===== src/rtl/stopwatch_pkg.sv =====
// Shared types and digit limits for the BCD stopwatch.
package stopwatch_pkg;

    typedef enum logic [1:0] {
        StIdle  = 2'd0,
        StRun   = 2'd1,
        StPause = 2'd2
    } sw_state_e;

    localparam int unsigned UnitsMax = 9;
    localparam int unsigned TensMax  = 5;

endpackage


===== src/rtl/bcd_digit_counter.sv =====
// One BCD digit with synchronous clear and a same-cycle carry for cascading.
module bcd_digit_counter #(
    parameter int unsigned MAX = 9
) (
    input  logic       clk,
    input  logic       reset,
    input  logic       inc,
    input  logic       clr,
    output logic [3:0] value,
    output logic       carry
);

    logic [3:0] value_q, value_d;

    assign carry = inc && (value_q == 4'(MAX));
    assign value = value_q;

    always_comb begin
        value_d = value_q;
        if (clr) begin
            value_d = 4'd0;
        end else if (inc) begin
            value_d = (value_q == 4'(MAX)) ? 4'd0 : value_q + 4'd1;
        end
    end

    always_ff @(posedge clk) begin
        if (reset) begin
            value_q <= 4'd0;
        end else begin
            value_q <= value_d;
        end
    end

endmodule


===== src/rtl/stopwatch_bcd.sv =====
// MM:SS BCD stopwatch with start/stop/clear control and a tick prescaler.
module stopwatch_bcd
    import stopwatch_pkg::*;
#(
    parameter int unsigned DIV = 10
) (
    input  logic       clk,
    input  logic       reset,
    input  logic       tick,
    input  logic       start,
    input  logic       stop,
    input  logic       clear,
    output logic [3:0] sec_lo,
    output logic [3:0] sec_hi,
    output logic [3:0] min_lo,
    output logic [3:0] min_hi,
    output logic       running,
    output logic       wrap
);

    localparam int unsigned PW = (DIV > 1) ? $clog2(DIV) : 1;

    sw_state_e state_q, state_d;
    logic [PW-1:0] presc_q, presc_d;
    logic wrap_q;
    logic qual_tick, step;
    logic c_sec_lo, c_sec_hi, c_min_lo, c_min_hi;

    // A tick only counts in RUN when no stop/clear arrives in the same cycle.
    assign qual_tick = (state_q == StRun) && tick && !stop && !clear;
    assign step      = qual_tick && (presc_q == PW'(DIV - 1));

    always_ff @(posedge clk) begin
        if (reset) begin
            state_q <= StIdle;
        end else begin
            state_q <= state_d;
        end
    end

    always_comb begin
        state_d = state_q;
        if (clear) begin
            state_d = StIdle;
        end else begin
            unique case (state_q)
                StIdle:  if (start) state_d = StRun;
                StRun:   if (stop) state_d = StPause;
                StPause: if (!stop && start) state_d = StRun;
                default: state_d = StIdle;
            endcase
        end
    end

    always_comb begin
        running = (state_q == StRun);
        wrap    = wrap_q;
    end

    always_comb begin
        presc_d = presc_q;
        if (clear) begin
            presc_d = '0;
        end else if (qual_tick) begin
            presc_d = step ? '0 : presc_q + PW'(1);
        end
    end

    always_ff @(posedge clk) begin
        if (reset) begin
            presc_q <= '0;
            wrap_q  <= 1'b0;
        end else begin
            presc_q <= presc_d;
            wrap_q  <= c_min_hi && !clear;
        end
    end

    bcd_digit_counter #(.MAX(UnitsMax)) u_sec_lo (
        .clk(clk), .reset(reset), .inc(step), .clr(clear), .value(sec_lo), .carry(c_sec_lo)
    );
    bcd_digit_counter #(.MAX(TensMax)) u_sec_hi (
        .clk(clk), .reset(reset), .inc(c_sec_lo), .clr(clear), .value(sec_hi), .carry(c_sec_hi)
    );
    bcd_digit_counter #(.MAX(UnitsMax)) u_min_lo (
        .clk(clk), .reset(reset), .inc(c_sec_hi), .clr(clear), .value(min_lo), .carry(c_min_lo)
    );
    bcd_digit_counter #(.MAX(TensMax)) u_min_hi (
        .clk(clk), .reset(reset), .inc(c_min_lo), .clr(clear), .value(min_hi), .carry(c_min_hi)
    );

endmodule


===== config.mk =====
export PLATFORM = sky130hd
export DESIGN_NAME = stopwatch_bcd
export DESIGN_NICKNAME = d
export VERILOG_FILES = /design/src/rtl/stopwatch_pkg.sv /design/src/rtl/bcd_digit_counter.sv /design/src/rtl/stopwatch_bcd.sv
export SDC_FILE = /design/constraint.sdc
export NUM_CORES = 1
export LEC_CHECK = 0
export ABC_AREA = 1
export CORE_ASPECT_RATIO = 0.6
export CORE_UTILIZATION = 50
export DETAILED_ROUTE_END_ITERATION = 12
export PLACE_DENSITY = 0.78
export SYNTH_ARGS = -nofsm -noshare
export SYNTH_HDL_FRONTEND = slang
export SYNTH_SLANG_ARGS = --single-unit

===== constraint.sdc =====
create_clock -name clk -period 1.8 [get_ports clk]
set_input_delay 0.54 -clock clk [delete_from_list [all_inputs] [get_ports clk]]
set_output_delay 0.54 -clock clk [all_outputs]
set_load 0.02 [all_outputs]

==> results of run 1 <==
synth_stat cells:
cell	number
nand2_1	30
dfxtp_1	23
nor2_1	19
inv_1	18
nand3_1	14
a21oi_1	11
o21ai_0	11
inv_2	7
nand4_1	4
nor3_1	3
xor2_1	3
ha_1	2
nand3_4	2
nor2_2	2
nor2_4	2
nor2_8	2
or2_2	2
a211oi_1	1
clkbuf_1	1
nand2_2	1
nand3_2	1
nand3b_1	1
nor3_2	1
nor3b_1	1
nor3b_2	1
o211ai_1	1
o21a_1	1
o21bai_1	1
metal layers:
metal  track usage [%]  part of all wire (%)
met1             30.96                    48
met2             43.37                    45
met3             6.818                   6.4
met4             4.891                  0.72
met5                 0                     0
state kept, by name, indices dropped and copies added (netlist names):
register,flops
u_min_hi.value,4
state_q,2
u_sec_lo.value,4
wrap,1
u_min_lo.value,4
u_sec_hi.value,4
presc_q,4
report_power, final:
group | switching [uW] | total [uW] | internal (uW) | leakage, uW
combinational | 31.5 | 60.9 | 29.4 | 0.000482
clock | 168 | 322 | 155 | 0.0000255
sequential | 0.987 | 511 | 510 | 0.000185
area by class of cell:
type	count	area (um^2)	share of cell area, %
inverter	25	93.84	5.703
clock inverter	1	5.005	0.3042
timing repair buffer	37	322.8	19.62
sequential	23	460.4	27.98
multi-input combinational	118	684.4	41.60
clock buffer	3	41.29	2.510
tap	30	37.54	2.281
final timing paths:
| check | startpoint | end | slack, ns | depth (start not counted) |
|---|---|---|---|---|
| setup / recovery | u_sec_hi.value[1] | sec_hi[1] | 0.07 | 1 |
| hold / removal | u_min_lo.value[1] | u_min_lo.value[1] | 0.50 | 2 |
| setup reg to reg | u_min_lo.value[0] | u_min_hi.value[0] | 0.23 | 5 |
| hold reg to reg | u_min_lo.value[1] | u_min_lo.value[1] | 0.50 | 2 |
cell families (layout without fill, tap and decap cells):
kind of cell	after synthesis	in the layout
buffers and inverters	26	66
and+or+nand+nor	86	87
AOI/OAI and AO/OA	26	26
DFF	23	23
adders and majority gates	2	2
xor gates and xnor gates	3	3
per-stage QoR:
| step | total power, uW | setup TNS [ns] | std cells |
|---|---|---|---|
| floorplan | 548.9 | 0 | 166 |
| detailed placement | 583.2 | -2.631 | 230 |
| finish | 894.1 | 0 | 237 |
| global placement | 581.6 | -1.752 | 230 |
| CTS | 896.7 | 0 | 234 |
| global route | 926.9 | -0.08039 | 237 |
what timing repair did:
action                     CTS  global route
setup endpoints to repair   14             9
pin swaps                    0             4
buffers inserted             0             2
hold endpoints to repair     0             0
resized for setup           14             5
gates cloned                 0             1
==> results.yml, run 1 <==
global_route:
  grt_max_degree: 14
  grt_pass1_vias: 1081
  grtUsageTotal_pct: 24.63
  grt_first_pass_wirelength_um: 4712
  antenna_found_initial: 0
  grt-ovfl-total: 0
sta:
  period_minus_slack_ns: 1.731
  drv_slew: 0
  max_freq_mhz: 577.7
  rsz0062_at_grt: "true"
  setup_viol: 0
  skew_ns: 0.002280
  fin_worst_hold_slack_ns: 0.5016
  layout_setup_ws_ns: 0.06891
  hold_viol_final: 0
  finalCritPeriodShare_pct: 96.17
  worst_pin_slew_ns: 0.5057
  slew_headroom_pct: 66.16
detailed_routing:
  post_drt_wl_per_cell_um: 12.39
  drtPass1Iterations: 4
  ant_nets: 0
  drc: 0
  wl_um: 2937
  drt_iter0_markers: 63
  vias_per_cell: 5.169
  vias: 1225
yosys:
  ys_ff_latch: 23
  synth_area_leaders: "dfxtp_1, nand2_1, nor2_1, nand3_1, inv_1"
  synth_top_area_share_pct: 37.74
  synth.mux.area_fraction_pct: 0
  yosysWarnings: 0
  yosys.area_share.simple_pct: 38.56
  syn_nets: 174
  synth_area_leader_cell: "dfxtp_1"
  synth_top_family_by_area: "simple AND/OR/NAND/NOR gates"
  syn_avg_cell_area_um2: 7.349
  synth_cell_type_count: 28
  synth-seq-area-share_pct: 37.74
  synth_fa_ha_area_share_pct: 2.051
  synth-compound-area-share_pct: 11.49
  synth_xor_area_share_pct: 2.154
  postSynthCellCount: 166
  netlist_area_um2: 1220
status:
  outcome: "finished clean"
clocking:
  cts_tree: "built"
  cts-htree-levels: 1
  cts-root-buf: "clkbuf_8"
  clkLatencyLatePin_ns: 0.26
  hold_buffers: 0
  cts.sinks: 23
  cts_buffer_depth: 2
  numCtsBuffers: 3
  cts.clk_slew.worst_paths_ns: 0.08
setup_path:
  critPathLaunchType: "flip-flop"
  cp_slowest_cell: "clkdlybuf4s50_1"
  end_kind: "primary output"
  crit_family: "buffers and inverters"
  path_cells: "clkdlybuf4s50_1"
  crit_required_ns: 1.26
  critPathMaxFanout: 2
  worst-path-buf-inv: 1
  cpPeakStageDelay_ns: 0.60
  critPathArrivalTime_ns: 1.19
  worstSetupPathType: "flip-flop to primary output"
cells_and_area:
  antenna_cells: 0
  drive_above_1_share_pct: 20.77
  area_growth_pct: 34.87
  fillCellCount: 161
  most-common-layout-cells: "nand2_1, dfxtp_1, inv_1, nor2_1"
  final_common_cell: "nand2_1"
  final_util_pct: 73.83
  finalNetCount: 216
  fin_area_um2: 1645
floorplan:
  fp.dieArea_um2: 2648
  core-area_um2: 2228
  fp.dieW_um: 65.77
  io_pins: 24
  die-height_um: 40.26
  initial_core_util_pct: 54.74
  rows: 13
placement:
  placed_cell_area_um2: 1574
  routabilityCongestion: 0.7720
  portBuffers: 23
  post-dp-hpwl_um: 2169
  pre_cts_slack_ns: -0.1939
power:
  max-vdd-ir-drop_mv: 0.4519
  leakagePower_uw: 0.0006927
  cellPowerDensity_nw_per_um2: 543.4
worst_hold_path:
  hold_class: "flip-flop to flip-flop"
job:
  drv_cap: 0
No activity file was read; power rests on OpenSTA's default activity.
==> inputs of run 2 (changes only) <==
--- a/config.mk
+++ b/config.mk
@@ -7,9 +7,9 @@
 export LEC_CHECK = 0
 export ABC_AREA = 1
 export CORE_ASPECT_RATIO = 0.6
-export CORE_UTILIZATION = 50
+export CORE_UTILIZATION = 45
 export DETAILED_ROUTE_END_ITERATION = 12
-export PLACE_DENSITY = 0.78
+export PLACE_DENSITY = 0.71
 export SYNTH_ARGS = -nofsm -noshare
 export SYNTH_HDL_FRONTEND = slang
 export SYNTH_SLANG_ARGS = --single-unit
==> results.yml, run 2 (synthesized netlist as in run 1, its figures left out) <==
sta:
  drv_slew: 0
  hold_viol_final: 0
  fin_worst_hold_slack_ns: 0.4907
  finalCritPeriodShare_pct: 98.02
  worst_pin_slew_ns: 0.4170
  skew_ns: 0.001899
  setup_viol: 0
  layout_setup_ws_ns: 0.03573
  max_freq_mhz: 566.8
  slew_headroom_pct: 72.10
  period_minus_slack_ns: 1.764
clocking:
  cts.sinks: 23
  hold_buffers: 0
  numCtsBuffers: 3
  cts_buffer_depth: 2
  cts.clk_slew.worst_paths_ns: 0.08
  cts-root-buf: "clkbuf_8"
  cts_tree: "built"
  cts-htree-levels: 1
  clkLatencyLatePin_ns: 0.26
global_route:
  antenna_found_initial: 0
  grt_max_degree: 14
  grt_first_pass_wirelength_um: 4140
  grtUsageTotal_pct: 18.30
  grt_pass1_vias: 979
  grt-ovfl-total: 0
detailed_routing:
  wl_um: 2616
  drtPass1Iterations: 4
  drc: 0
  vias: 1162
  post_drt_wl_per_cell_um: 11.23
  drt_iter0_markers: 30
  vias_per_cell: 4.987
  ant_nets: 0
worst_hold_path:
  hold_class: "flip-flop to flip-flop"
cells_and_area:
  area_growth_pct: 31.08
  most-common-layout-cells: "nand2_1, dfxtp_1, nor2_1, inv_1"
  antenna_cells: 0
  drive_above_1_share_pct: 16.92
  final_common_cell: "nand2_1"
  finalNetCount: 210
floorplan:
  io_pins: 24
  die-height_um: 42.33
  rows: 14
  initial_core_util_pct: 48.03
  fp.dieArea_um2: 2930
  fp.dieW_um: 69.22
  core-area_um2: 2540
placement:
  portBuffers: 23
  pre_cts_slack_ns: -0.1859
  routabilityCongestion: 0.7748
  post-dp-hpwl_um: 1990
power:
  max-vdd-ir-drop_mv: 0.3293
  seqPwrFrac_pct: 58.1
  intPower_uw: 686.8
  p_comb_share_pct: 5.8
  clockPowerShare_pct: 36.1
  cellPowerDensity_nw_per_um2: 550.6
  leakagePower_uw: 0.0006330
  p_sw_uw: 193.6
  switching_share_pct: 21.99
  total_power_uw: 880.4
job:
  drv_cap: 0
setup_path:
  critPathLaunchType: "flip-flop"
  crit_required_ns: 1.26
  cpPeakStageDelay_ns: 0.62
  r2r_slack_ns: 0.24
  path_cells: "clkdlybuf4s50_1"
  end_kind: "primary output"
  cp_slowest_cell: "clkdlybuf4s50_1"
  critPathMaxFanout: 2
  worstSetupPathType: "flip-flop to primary output"
  crit_family: "buffers and inverters"
  critPathArrivalTime_ns: 1.22
  worst-path-buf-inv: 1
status:
  outcome: "finished clean"
## run 2: metrics by stage
stage	instances	cell area [um^2]	TNS (ns)	utilization, %
2_1_floorplan	166	1220	0	-
3_3_place_gp	227	1539	-1.876	60.59
3_5_place_dp	227	1539	-2.457	60.59
4_1_cts	231	1568	0	61.72
5_1_grt	233	1599	-0.007237	62.96
6_report	233	1599	0	62.96
## run 2: worst register-to-register path: cells and delay by family (launching register included)
kind / cells / cell delay (ns)
AO/OA/AOI/OAI: 1 / 0.11
adder cells (fa/ha/maj): 1 / 0.18
AND/OR/NAND/NOR: 4 / 0.40
buffers and inverters: 2 / 0.33
flip-flops: 1 / 0.42
## run 2: layout make-up
class,count,area (um^2)
fillers,225,940.9
multi-input cells,118,673.1
flip-flops and latches,23,460.4
repair buffers,31,285.3
inverters,25,93.84
clock buffers,3,41.29
well taps,32,40.04
clock inverters,1,5.005
## run 2: final timing paths
| path | start | cells past startpoint | to |
|---|---|---|---|
| worst max-delay path | u_sec_lo.value[2] | 1 | sec_lo[2] |
| worst min-delay path | u_min_lo.value[1] | 2 | u_min_lo.value[1] |
| worst min register to register | u_min_lo.value[1] | 2 | u_min_lo.value[1] |
| worst max register to register | presc_q[0] | 8 | u_sec_hi.value[3] |
## run 2: timing repair
item | in CTS | in global routing
pin swaps | 0 | 1
cloned | 0 | 1
endpoints found under the setup margin | 14 | 1
gates resized for setup | 14 | 0
setup buffers | 0 | 1
## run 2: per-layer routing
layer / GRT usage, % / wire length (um)
met5: 0 / 0
met4: 3.673 / 8
met3: 6.010 / 178
met2: 27.96 / 1065
met1: 25.38 / 1363
## run 2: power by group through the flow
stage	Sequential, uW	Combinational [uW]	Clock [uW]
CTS	511	51.1	326
global placement	523	50.6	0
global route	512	55.0	346
finish	511	50.8	318
detailed placement	524	51.8	0
floorplan	523	25.7	0
